**config.mk**
```make
export PLATFORM = sky130hd
export DESIGN_NAME = complex_mul_pipe
export DESIGN_NICKNAME = d
export VERILOG_FILES = /design/src/rtl/cmul_pkg.sv /design/src/rtl/cmul_round_sat.sv /design/src/rtl/complex_mul_pipe.sv
export SDC_FILE = /design/constraint.sdc
export NUM_CORES = 2
export LEC_CHECK = 0
export ABC_AREA = 1
export ABC_CLOCK_PERIOD_IN_PS = 13500
export CAP_MARGIN = 0
export CORE_MARGIN = 1.5
export CORE_UTILIZATION = 45
export DETAILED_ROUTE_END_ITERATION = 12
export HOLD_SLACK_MARGIN = 0.02
export SLEW_MARGIN = 40
export SYNTH_ARGS = -nofsm -noshare
export SYNTH_HDL_FRONTEND = slang
export SYNTH_SLANG_ARGS = --single-unit
export TNS_END_PERCENT = 10
```
**constraint.sdc**
```tcl
create_clock -name clk -period 13.5 [get_ports clk]
set_clock_uncertainty 0.2 [all_clocks]
set_input_delay 4.05 -clock clk [delete_from_list [all_inputs] [get_ports clk]]
set_output_delay 4.05 -clock clk [all_outputs]
set_load 0.1 [all_outputs]
```
**src/rtl/cmul_pkg.sv**
```systemverilog
// Shared definitions for the pipelined complex multiplier.
// Latency: n/a (package only).
// Backpressure: n/a (package only).
//
// Contents: pipeline depth constant, combine-width helper and the signed
// saturation bounds used by the round/saturate stage.
package cmul_pkg;

    // Number of register stages from accepted input to out_valid.
    localparam int PIPE_LAT = 3;

    // Default data/twiddle widths and the matching combine/round width.
    localparam int DW_DEF = 16;
    localparam int TW_DEF = 16;
    localparam int PW     = DW_DEF + TW_DEF + 2;

    // Combine/round width for arbitrary widths: product width DW+TW, one
    // bit of growth from the add/sub, one more so the rounding add cannot wrap.
    function automatic int pw_of(input int dw, input int tw);
        return dw + tw + 2;
    endfunction

    // Largest signed value representable in ow bits.
    function automatic logic signed [63:0] sat_max(input int ow);
        return (64'sd1 <<< (ow - 1)) - 64'sd1;
    endfunction

    // Smallest signed value representable in ow bits.
    function automatic logic signed [63:0] sat_min(input int ow);
        return -(64'sd1 <<< (ow - 1));
    endfunction

endpackage

```
**src/rtl/cmul_round_sat.sv**
```systemverilog
// Round, arithmetic-shift and saturate one signed component to OW bits.
// Latency: 0 cycles (purely combinational).
// Backpressure: none; sits ahead of the output registers of the top.
//
// Ports:
//   din  - full-precision combined component, PW bits signed
//   dout - rounded/shifted/saturated component, OW bits signed
//   sat  - 1 when dout was clamped to the max or min of OW bits
module cmul_round_sat
    import cmul_pkg::*;
#(
    parameter int PW    = 34,
    parameter int OW    = 16,
    parameter int SHIFT = 15,
    parameter int ROUND = 1
)(
    input  logic signed [PW-1:0] din,
    output logic signed [OW-1:0] dout,
    output logic                 sat
);

    // Bit position of the half-LSB; guarded so SHIFT=0 never yields a
    // negative shift amount during elaboration.
    localparam int RS = (SHIFT > 0) ? SHIFT - 1 : 0;
    localparam logic signed [PW-1:0] ONE = {{(PW-1){1'b0}}, 1'b1};
    localparam logic signed [PW-1:0] RND = (ROUND != 0 && SHIFT > 0) ? (ONE <<< RS) : '0;

    localparam logic signed [63:0] SMAX = sat_max(OW);
    localparam logic signed [63:0] SMIN = sat_min(OW);

    logic signed [PW-1:0] sum;
    logic signed [PW-1:0] shf;
    logic signed [63:0]   wide;

    always_comb begin
        // din carries one spare top bit, so adding the half-LSB cannot wrap.
        sum  = din + RND;
        shf  = sum >>> SHIFT;
        // Compare at 64 bits so any OW/PW combination uses the same bounds.
        wide = {{(64-PW){shf[PW-1]}}, shf};
        dout = wide[OW-1:0];
        sat  = 1'b0;
        if (wide > SMAX) begin
            dout = SMAX[OW-1:0];
            sat  = 1'b1;
        end else if (wide < SMIN) begin
            dout = SMIN[OW-1:0];
            sat  = 1'b1;
        end
    end

endmodule

```
**src/rtl/complex_mul_pipe.sv**
```systemverilog
// Fully pipelined complex multiply p = a*b or a*conj(b), round/shift/saturate.
// Latency: 3 cycles from accepted input to out_valid, 1 sample/cycle.
// Backpressure: global stall, in_ready = ~out_valid | out_ready; all stages hold.
//
// Ports:
//   clk, rst                  - clock (rising edge), async active-high reset
//   in_valid/in_ready         - input handshake
//   a_re,a_im / b_re,b_im     - signed data and twiddle operands
//   conj                      - 1 selects a*conj(b) for this sample
//   in_tag / out_tag          - sideband carried alongside the sample
//   out_valid/out_ready       - output handshake
//   p_re, p_im, ovf           - saturated result and per-sample overflow flag
module complex_mul_pipe
    import cmul_pkg::*;
#(
    parameter int DW    = 16,
    parameter int TW    = 16,
    parameter int OW    = 16,
    parameter int SHIFT = 15,
    parameter int ROUND = 1,
    parameter int TAGW  = 8
)(
    input  logic                   clk,
    input  logic                   rst,
    input  logic                   in_valid,
    output logic                   in_ready,
    input  logic signed [DW-1:0]   a_re,
    input  logic signed [DW-1:0]   a_im,
    input  logic signed [TW-1:0]   b_re,
    input  logic signed [TW-1:0]   b_im,
    input  logic                   conj,
    input  logic [TAGW-1:0]        in_tag,
    output logic                   out_valid,
    input  logic                   out_ready,
    output logic signed [OW-1:0]   p_re,
    output logic signed [OW-1:0]   p_im,
    output logic [TAGW-1:0]        out_tag,
    output logic                   ovf
);

    localparam int PRW   = DW + TW;       // full product width
    localparam int CW    = PRW + 1;       // combine width
    localparam int CMB_W = pw_of(DW, TW); // round/saturate input width

    // Whole pipe advances together; bubbles move with real samples.
    logic adv;
    assign adv      = ~out_valid | out_ready;
    assign in_ready = adv;

    // ---------------- S1: registered operands ----------------
    logic                 s1_vld;
    logic signed [DW-1:0] s1_are, s1_aim;
    logic signed [TW-1:0] s1_bre, s1_bim;
    logic                 s1_conj;
    logic [TAGW-1:0]      s1_tag;

    // ---------------- S2: registered products ----------------
    logic                  s2_vld;
    logic signed [PRW-1:0] s2_rr, s2_ii, s2_ri, s2_ir;
    logic                  s2_conj;
    logic [TAGW-1:0]       s2_tag;

    logic signed [PRW-1:0] mul_rr, mul_ii, mul_ri, mul_ir;

    always_comb begin
        mul_rr = PRW'(s1_are) * PRW'(s1_bre);
        mul_ii = PRW'(s1_aim) * PRW'(s1_bim);
        mul_ri = PRW'(s1_are) * PRW'(s1_bim);
        mul_ir = PRW'(s1_aim) * PRW'(s1_bre);
    end

    // ---------------- combine ahead of S3 ----------------
    // conj is realised by choosing the sign of the b_im products, never by
    // negating b_im, so the most negative twiddle value stays exact.
    logic signed [CW-1:0]    rr_x, ii_x, ri_x, ir_x;
    logic signed [CW-1:0]    cmb_re, cmb_im;
    logic signed [CMB_W-1:0] ext_re, ext_im;

    always_comb begin
        rr_x   = {s2_rr[PRW-1], s2_rr};
        ii_x   = {s2_ii[PRW-1], s2_ii};
        ri_x   = {s2_ri[PRW-1], s2_ri};
        ir_x   = {s2_ir[PRW-1], s2_ir};
        cmb_re = s2_conj ? (rr_x + ii_x) : (rr_x - ii_x);
        cmb_im = s2_conj ? (ir_x - ri_x) : (ri_x + ir_x);
        ext_re = {cmb_re[CW-1], cmb_re};
        ext_im = {cmb_im[CW-1], cmb_im};
    end

    logic signed [OW-1:0] rs_re, rs_im;
    logic                 sat_re, sat_im;

    cmul_round_sat #(
        .PW    (CMB_W),
        .OW    (OW),
        .SHIFT (SHIFT),
        .ROUND (ROUND)
    ) u_rs_re (
        .din  (ext_re),
        .dout (rs_re),
        .sat  (sat_re)
    );

    cmul_round_sat #(
        .PW    (CMB_W),
        .OW    (OW),
        .SHIFT (SHIFT),
        .ROUND (ROUND)
    ) u_rs_im (
        .din  (ext_im),
        .dout (rs_im),
        .sat  (sat_im)
    );

    // ---------------- pipeline registers ----------------
    always_ff @(posedge clk or posedge rst) begin
        if (rst) begin
            s1_vld    <= 1'b0;
            s1_are    <= '0;
            s1_aim    <= '0;
            s1_bre    <= '0;
            s1_bim    <= '0;
            s1_conj   <= 1'b0;
            s1_tag    <= '0;
            s2_vld    <= 1'b0;
            s2_rr     <= '0;
            s2_ii     <= '0;
            s2_ri     <= '0;
            s2_ir     <= '0;
            s2_conj   <= 1'b0;
            s2_tag    <= '0;
            out_valid <= 1'b0;
            p_re      <= '0;
            p_im      <= '0;
            out_tag   <= '0;
            ovf       <= 1'b0;
        end else if (adv) begin
            // in_ready equals adv, so in_valid here is exactly "accepted".
            s1_vld    <= in_valid;
            s1_are    <= a_re;
            s1_aim    <= a_im;
            s1_bre    <= b_re;
            s1_bim    <= b_im;
            s1_conj   <= conj;
            s1_tag    <= in_tag;
            s2_vld    <= s1_vld;
            s2_rr     <= mul_rr;
            s2_ii     <= mul_ii;
            s2_ri     <= mul_ri;
            s2_ir     <= mul_ir;
            s2_conj   <= s1_conj;
            s2_tag    <= s1_tag;
            out_valid <= s2_vld;
            p_re      <= rs_re;
            p_im      <= rs_im;
            out_tag   <= s2_tag;
            ovf       <= sat_re | sat_im;
        end
    end

endmodule
```
==> summary.md <==
| Metric | Value |
|---|---|
| R2r worst-path depth | 24 |
| Antenna viol nets, final | 0 |
| Hold Path Class | register to register |
| Ys flop type | dfrtp_1 |
| Syn Inst Count | 7461 |
| Die Ht | 357.2 um |
| Synthesized cell area | 0.05647 sq mm |
| Top post-synthesis cells by area | fa_1, nand2_1, inv_1 |
| Yosys warning count | 0 |
| Gpl congestion | 0.9548 |
| Syn_area_per_cell | 7.569 sq um |
| Period minus WS final | 9.871 ns |
| Setup crit end | in_ready |
| Max-cap violations | 0 |
| Vias | 45087 |
| Worst Path Required | 9.25 ns |
| Global-route wire length before repair | 253700 um |
| Number of buffers added on ports | 119 |
| WL per Instance | 17.04 um |
| DRC | 0 |
| Final-report hold violation count | 0 |
| Clk slew on worst S/H paths | 0.05 ns |
| Post-synth EDFFs | 0 |
| CTS resizes | 0 |
| CTS tree | done |
| Flop-to-flop setup slack | 5.54 ns |
| Grt ovf | 0 |
| Share of layout cells above drive strength 1 | 0.04384 |
| Share of the synthesized area in the top cell type | 0.3715 |
| Layout area overhead | 6.851% |
| Worst rel slew slack | 0.3577 |
| Reg2reg start | s1_bim[1]$_DFFE_PP0P_ |
| Max frequency | 101.3 MHz |
| Most common cell in the netlist | nand2_1 |
| Crit. End Element | output pin |
| Worst setup SP type | input port |
| Hold-fix buffers, CTS | 0 |
| CTS Buffer Depth | 3 |
| Tot GR Track Use | 0.2540 |
| Worst EP arrival | 5.62 ns |
| Largest net degree at the start of global routing | 182 |
| Unrepaired setup endpoints after global routing | no |
| CP startpoint | out_ready |
| CTS buffer count | 37 |
| Ports | 120 |
| Register bit total from synthesis | 254 |
| Post-synth cell types | 51 |
| Initial Util | 0.4550 |
| Synth async-reset ratio | 1.000 |
| Antenna violations before repair | 10 |
| Setup WS post-layout | 3.629 ns |
| Routed WL | 154600 um |
| Syn Nets | 8981 |
| Post-DP HPWL | 124500 um |
| Depth of the CTS H-tree | 2 |
| Critical path type | input port to output pin |
| Via density | 4.969 |
| Final slew viol count | 0 |
| Router iterations before antenna repair | 6 |
| Cell taking the most area after synthesis | fa_1 |
| Vias in the first global route | 46528 |
| Die area | 0.1276 sq mm |
| Inserted Diodes | 0 |
| Sequential area share after synthesis | 0.1126 |
| TNS Setup | 0 ns |
| Crit share post-route | 0.7312 |
| Fillers | 12376 |
| Core footprint | 0.1241 sq mm |
| Fin nets | 8927 |
| Die width | 357.2 um |
| Status | completed |
| Setup WS pre-CTS | 3.613 ns |
| 1st-iter DRT viols | 2772 |
| Crit path max fanout | 102 |
| Capturing point of the worst reg2reg path | s2_ri[31]$_DFFE_PP0P_ |
| Post-CTS Setup Bufs | 0 |
| Cell Rows | 129 |
| Worst skew pair latency | 0.62 ns |
| Final setup viols | 0 |
| Commonest cells post-synth | nand2_1, inv_1, fa_1 |
| Clk sinks | 254 |
| Tightest Pin Transition | 0.9601 ns |
| Root buf cell | clkbuf_16 |
## cell usage in the layout, fill, tap and decap left out, types with 7 or more instances in the layout
cell type,netlist,layout
a21boi_0,9,9
a21oi_1,167,167
a21oi_2,10,10
a31oi_1,41,41
buf_2,1,43
buf_4,0,70
clkbuf_16,0,38
clkdlybuf4s50_1,0,76
dfrtp_1,254,252
fa_1,1048,1048
ha_1,395,391
inv_1,1997,1995
inv_2,7,7
nand2_1,2115,2115
nand2_2,22,22
nand3_1,141,141
nand3_2,11,11
nand3b_1,9,9
nand4_1,46,46
nor2_1,331,330
nor2_2,21,21
nor3_1,22,22
nor4_1,10,10
o21a_1,7,7
o21ai_0,223,223
o21bai_1,15,15
o22ai_1,8,8
or2_2,51,51
xnor2_1,77,76
xor2_1,89,89
## logic make-up after synthesis
group | count (synthesis) | synth area share
adder cells (fa/ha/maj) | 1443 | 0.4590
AND/OR/NAND/NOR | 2798 | 0.1998
XOR/XNOR | 167 | 0.02603
flip-flops | 254 | 0.1126
buffers and inverters | 2293 | 0.1535
AO/OA/AOI/OAI | 506 | 0.04908
## flip-flops by register name (all words and copies together) (netlist names), 8 cells and up
signal / flops
s1_tag: 8
s2_rr: 32
s2_ir: 32
s2_ii: 32
p_re: 16
out_tag: 8
s2_tag: 8
s1_are: 16
s1_bre: 16
s1_aim: 16
p_im: 16
s2_ri: 32
s1_bim: 16
## critical path, cell delays in order
cell and delay [ns]:
clkdlybuf4s50_1 0.50, nor2_4 0.08, inv_8 0.42, buf_2 0.54
## routing by layer
layer / part of all wire / global-route usage / vias to the layer above
met1: 0.45 / 0.3542 / 22325
met3: 0.059 / 0.03510 / 204
met4: 0.036 / 0.08542 / 2
met5: 0.000084 / 0 / -
li1: - / - / 21411
met2: 0.45 / 0.4071 / 1145
## final cells by class
| class | instances | area (sq um) | area share |
|---|---|---|---|
| clock buffer | 48 | 1049 | 0.01738 |
| clock inverter | 20 | 275.3 | 0.004562 |
| inverter | 2006 | 7545 | 0.1250 |
| multi-input combinational | 4914 | 41470 | 0.6873 |
| sequential | 254 | 6361 | 0.1054 |
| tap | 1637 | 2048 | 0.03394 |
| timing repair buffer | 194 | 1592 | 0.02638 |
## per-stage QoR
stage | utilization | instances | hold WS (ns) | cell area [sq um]
global placement | 0.4768 | 9004 | 0.2476 | 59180
finish | 0.4861 | 9073 | 0.2724 | 60340
CTS | 0.4858 | 9072 | 0.2655 | 60290
global route | 0.4861 | 9073 | 0.2862 | 60340
detailed placement | 0.4751 | 9004 | 0.2522 | 58970
floorplan | - | 7461 | 0.2400 | 56470
## how the worst min path moves through the flow
stage,start,end,slack [ns],cells past startpoint
2_1_floorplan,s2_vld$_DFFE_PP0P_,out_valid$_DFFE_PP0P_,0.24,1
3_3_place_gp,s2_vld$_DFFE_PP0P_,out_valid$_DFFE_PP0P_,0.25,1
3_5_place_dp,s2_vld$_DFFE_PP0P_,out_valid$_DFFE_PP0P_,0.25,1
4_1_cts,s2_vld$_DFFE_PP0P_,out_valid$_DFFE_PP0P_,0.27,1
5_1_grt,s2_vld$_DFFE_PP0P_,out_valid$_DFFE_PP0P_,0.29,1
6_report,s2_tag[7]$_DFFE_PP0P_,out_tag[7]$_DFFE_PP0P_,0.27,2
Power is not shown: default switching activity piles up to over one toggle a cycle in this logic, so the estimate is an artifact.
